## src/rtl/wb_rr_arbiter.sv

```systemverilog
// wb_rr_arbiter: two-master round-robin Wishbone arbiter with bus lock held while the owner keeps cyc high
module wb_rr_arbiter #(
  parameter int ADDR_WIDTH = 16,
  parameter int DATA_WIDTH = 32,
  localparam int SEL_WIDTH = DATA_WIDTH / 8
) (
  input  logic                  clk_i,
  input  logic                  rst_i,
  input  logic                  m0_cyc_i,
  input  logic                  m0_stb_i,
  input  logic                  m0_we_i,
  input  logic [ADDR_WIDTH-1:0] m0_adr_i,
  input  logic [DATA_WIDTH-1:0] m0_dat_i,
  input  logic [SEL_WIDTH-1:0]  m0_sel_i,
  output logic [DATA_WIDTH-1:0] m0_dat_o,
  output logic                  m0_ack_o,
  output logic                  m0_err_o,
  input  logic                  m1_cyc_i,
  input  logic                  m1_stb_i,
  input  logic                  m1_we_i,
  input  logic [ADDR_WIDTH-1:0] m1_adr_i,
  input  logic [DATA_WIDTH-1:0] m1_dat_i,
  input  logic [SEL_WIDTH-1:0]  m1_sel_i,
  output logic [DATA_WIDTH-1:0] m1_dat_o,
  output logic                  m1_ack_o,
  output logic                  m1_err_o,
  output logic                  s_cyc_o,
  output logic                  s_stb_o,
  output logic                  s_we_o,
  output logic [ADDR_WIDTH-1:0] s_adr_o,
  output logic [DATA_WIDTH-1:0] s_dat_o,
  output logic [SEL_WIDTH-1:0]  s_sel_o,
  input  logic [DATA_WIDTH-1:0] s_dat_i,
  input  logic                  s_ack_i,
  input  logic                  s_err_i,
  output logic [1:0]            gnt_o
);
  typedef enum logic [1:0] {IDLE, GNT0, GNT1} state_t;
  state_t state, nxt;
  logic last_gnt;
  logic own0, own1, live0, live1;
  always_comb begin
    nxt = state == GNT0 ? (m0_cyc_i ? GNT0 : m1_cyc_i ? GNT1 : IDLE)
        : state == GNT1 ? (m1_cyc_i ? GNT1 : m0_cyc_i ? GNT0 : IDLE)
        : (m0_cyc_i && (!m1_cyc_i || last_gnt)) ? GNT0
        : m1_cyc_i ? GNT1 : IDLE;
  end
  always_ff @(posedge clk_i) begin
    if (rst_i) begin
      state    <= IDLE;
      last_gnt <= 1'b1;
      gnt_o    <= 2'b00;
    end else begin
      state <= nxt;
      gnt_o <= {nxt == GNT1, nxt == GNT0};
      if (nxt != IDLE) last_gnt <= nxt == GNT1;
    end
  end
  always_comb begin
    own0     = state == GNT0;
    own1     = state == GNT1;
    live0    = own0 && !rst_i;
    live1    = own1 && !rst_i;
    s_cyc_o  = own0 ? m0_cyc_i : own1 ? m1_cyc_i : 1'b0;
    s_stb_o  = own0 ? m0_stb_i : own1 ? m1_stb_i : 1'b0;
    s_we_o   = own0 ? m0_we_i  : own1 ? m1_we_i  : 1'b0;
    s_adr_o  = own0 ? m0_adr_i : own1 ? m1_adr_i : '0;
    s_dat_o  = own0 ? m0_dat_i : own1 ? m1_dat_i : '0;
    s_sel_o  = own0 ? m0_sel_i : own1 ? m1_sel_i : '0;
    m0_ack_o = live0 && s_ack_i;
    m0_err_o = live0 && s_err_i;
    m0_dat_o = live0 ? s_dat_i : '0;
    m1_ack_o = live1 && s_ack_i;
    m1_err_o = live1 && s_err_i;
    m1_dat_o = live1 ? s_dat_i : '0;
  end
endmodule

```

## config.mk

```make
export PLATFORM = sky130hd
export DESIGN_NAME = wb_rr_arbiter
export DESIGN_NICKNAME = d
export VERILOG_FILES = /design/src/rtl/wb_rr_arbiter.sv
export SDC_FILE = /design/constraint.sdc
export NUM_CORES = 1
export LEC_CHECK = 0
export CAP_MARGIN = 20
export CORE_AREA = 8 8 99 101
export CTS_CLUSTER_SIZE = 30
export DETAILED_ROUTE_END_ITERATION = 7
export DIE_AREA = 0 0 107 109
export GPL_TIMING_DRIVEN = 0
export MAX_ROUTING_LAYER = met4
export PLACE_DENSITY = 0.77
export SYNTH_ARGS = -nofsm -noshare
export SYNTH_HDL_FRONTEND = slang
export SYNTH_SLANG_ARGS = --single-unit
```

## constraint.sdc

```tcl
create_clock -name clk_i -period 1.58 [get_ports clk_i]
set_clock_uncertainty 0.15 [all_clocks]
set_input_delay 0.316 -clock clk_i [delete_from_list [all_inputs] [get_ports clk_i]]
set_output_delay 0.316 -clock clk_i [all_outputs]
set_load 0.02 [all_outputs]
```

==> impl_metrics.toml <==
[timing]
fin_hold_ws_ns = 0.217
worstMarginPinSlew_ns = 0.252
fmax_mhz = 534
finalHoldViolCount = 0
setup_viol = 122
setup_tns_ns = -27.16
slew_violations = 0
timing.final.ws_setup_ns = -0.293
slew_headroom_pct = 83.2
fin_crit_ns = 1.87
finalCritPeriodShare_pct = 119
grt_setup_unrepaired = "true"

[clocking]
numCtsBuffers = 3
clk_pin_slew_ns = 0.04
cts_buffer_depth = 2
cts_tree = "built"
cts_htree_levels = 1
cts_root_buf = "clkbuf_8"
clk-insertion-delay-late_ns = 0.22
holdBufCountCts = 0
clkSinkCount = 5

[placement]
numPortBuffers = 270
hpwl_mm = 9.77
gp_congestion = 0.852
dp_cells = 577

[grt]
grt_pass1_wl_mm = 16.9
grt_pass1_vias = 2824
gr-total-overflow = 0
grt_max_degree = 11
grt.total_usage_pct = 19.2
antenna_found_initial = 0

[die]
start_util_pct = 14.4
die_area_um2 = 11700
die_h_um = 109
die_w_um = 107
num_io_pins = 271
fp-row-count = 34
core_um2 = 8380

[power_and_ir_drop]
ir_drop_uv = 263
power.total_mw = 1.93
power_density_nw_per_um2 = 362
p_leak_nw = 2.28

[setup_path]
cp_max_fo = 7
critPathLaunchType = "flip-flop"
critPathKind = "reg -> out"
worstSetupStartpoint = "state[0]"
r2r_slack_ns = 0.14
arrival_ns = 1.41
timing.rr.start = "state[0]"
end_kind = "primary output"
required_ns = 1.11

[layout]
insertedDiodeCount = 0
drive_above_1_share_pct = 52.7
layout_common_cells = "clkdlybuf4s50_1, buf_6, nor2_4, a22o_1, nand2_1"
layout.cells.non_filler = 618
final_util_pct = 63.8
nets = 657
mostFrequentLayoutCell = "clkdlybuf4s50_1"
area_growth_pct = 342

[synthesis]
syn_inst = 199
ys_ff_latch = 5
yosysWarnings = 0
synth_top_area_share_pct = 39.1
seq_area_frac_synth_pct = 8.28
syn_avg_cell_area_um2 = 6.07
synthesis.area_um2 = 1210
ys_types = 17
yosys.area.top_type = "a22o_1"
synth.area.top_cells = "a22o_1, nor2_1, nand2_1, dfxtp_1, buf_2"
syn_nets = 345

[drt]
drt-vias-per-instance = 4.59
avgRoutedWirePerCell_um = 21.8
routed_wl_mm = 13.5
drtIter0Drc = 82
drc = 0
vias = 2835
antenna_left = 0
drtPass1Iterations = 4

[run_status]
status = "finished, violations left"
violations = "setup timing"

[worst_hold_path]
hold_class = "in -> reg"
min_from = "rst_i"

[flow_run]
drv_cap = 0
## per-stage QoR
step | instance area [µm²] | setup slack, ns
6_report | 5340 | -0.293
5_1_grt | 5340 | -0.351
4_1_cts | 4430 | -0.380
3_5_place_dp | 4050 | -0.992
3_3_place_gp | 4050 | -1.00
2_1_floorplan | 1210 | 0.0565
## worst max-delay path: stages, from the launching register on
cell and delay (ns):
dfxtp_4 0.35, nand2b_1 0.15, buf_6 0.16, buf_12 0.15
buf_8 0.13, nor2_4 0.11, buf_6 0.13
## final cells by class
| cell class | count | area [µm²] |
|---|---|---|
| Tap cell | 108 | 135 |
| Inverter | 2 | 12.5 |
| Multi-Input combinational cell | 169 | 1510 |
| Timing Repair Buffer | 309 | 3240 |
| Fill cell | 663 | 3040 |
| Buffer | 21 | 298 |
| Clock buffer | 4 | 45.0 |
| Sequential cell | 5 | 108 |
## synth_stat cells
master and instances:
a21oi_2 1, nand2b_1 2, o21ai_0 1, o211a_1 2
nor2b_1 2, dfxtp_1 5, o21a_1 1, buf_4 2
a22o_1 54, buf_6 5, a211o_1 1, nor2_1 68
a211oi_1 2, nand2_1 35, inv_1 1, buf_2 16
clkinv_1 1
## cell families after synthesis
family | share of synthesized area [%]
AO/OA/AOI/OAI | 44.5
buffers and inverters | 13.1
AND/OR/NAND/NOR | 34.1
flip-flops | 8.28
## flip-flops by register name, summed over array words and instances, names as in the netlist
register  flops
gnt_o         2
state         2
last_gnt      1
## where the power goes
part | leakage (nW) | switching, mW | internal [mW]
clock network | 0.0228 | 0.0662 | 0.173
registers | 0.0427 | 0.00627 | 0.134
logic | 2.21 | 0.691 | 0.864
total | 2.28 | 0.763 | 1.17
## worst paths after layout
path,end,cells past startpoint
max reg2reg,last_gnt,5
min,state[0],2
max,m1_dat_o[29],6
min reg2reg,last_gnt,2
## layer usage
layer	GRT usage, %	wire, µm	up-vias
li1	-	-	1324
met1	21.6	5280	1335
met2	33.7	6990	157
met3	5.26	974	19
met4	3.22	238	0
met5	-	0	-
## timing repair
action                     CTS  global route
resized for setup          705           248
setup endpoints to repair  125           125
setup buffers               16            16
pin swaps                    1            23
gates cloned                 1             6
Power figures use the tool's default switching activity.
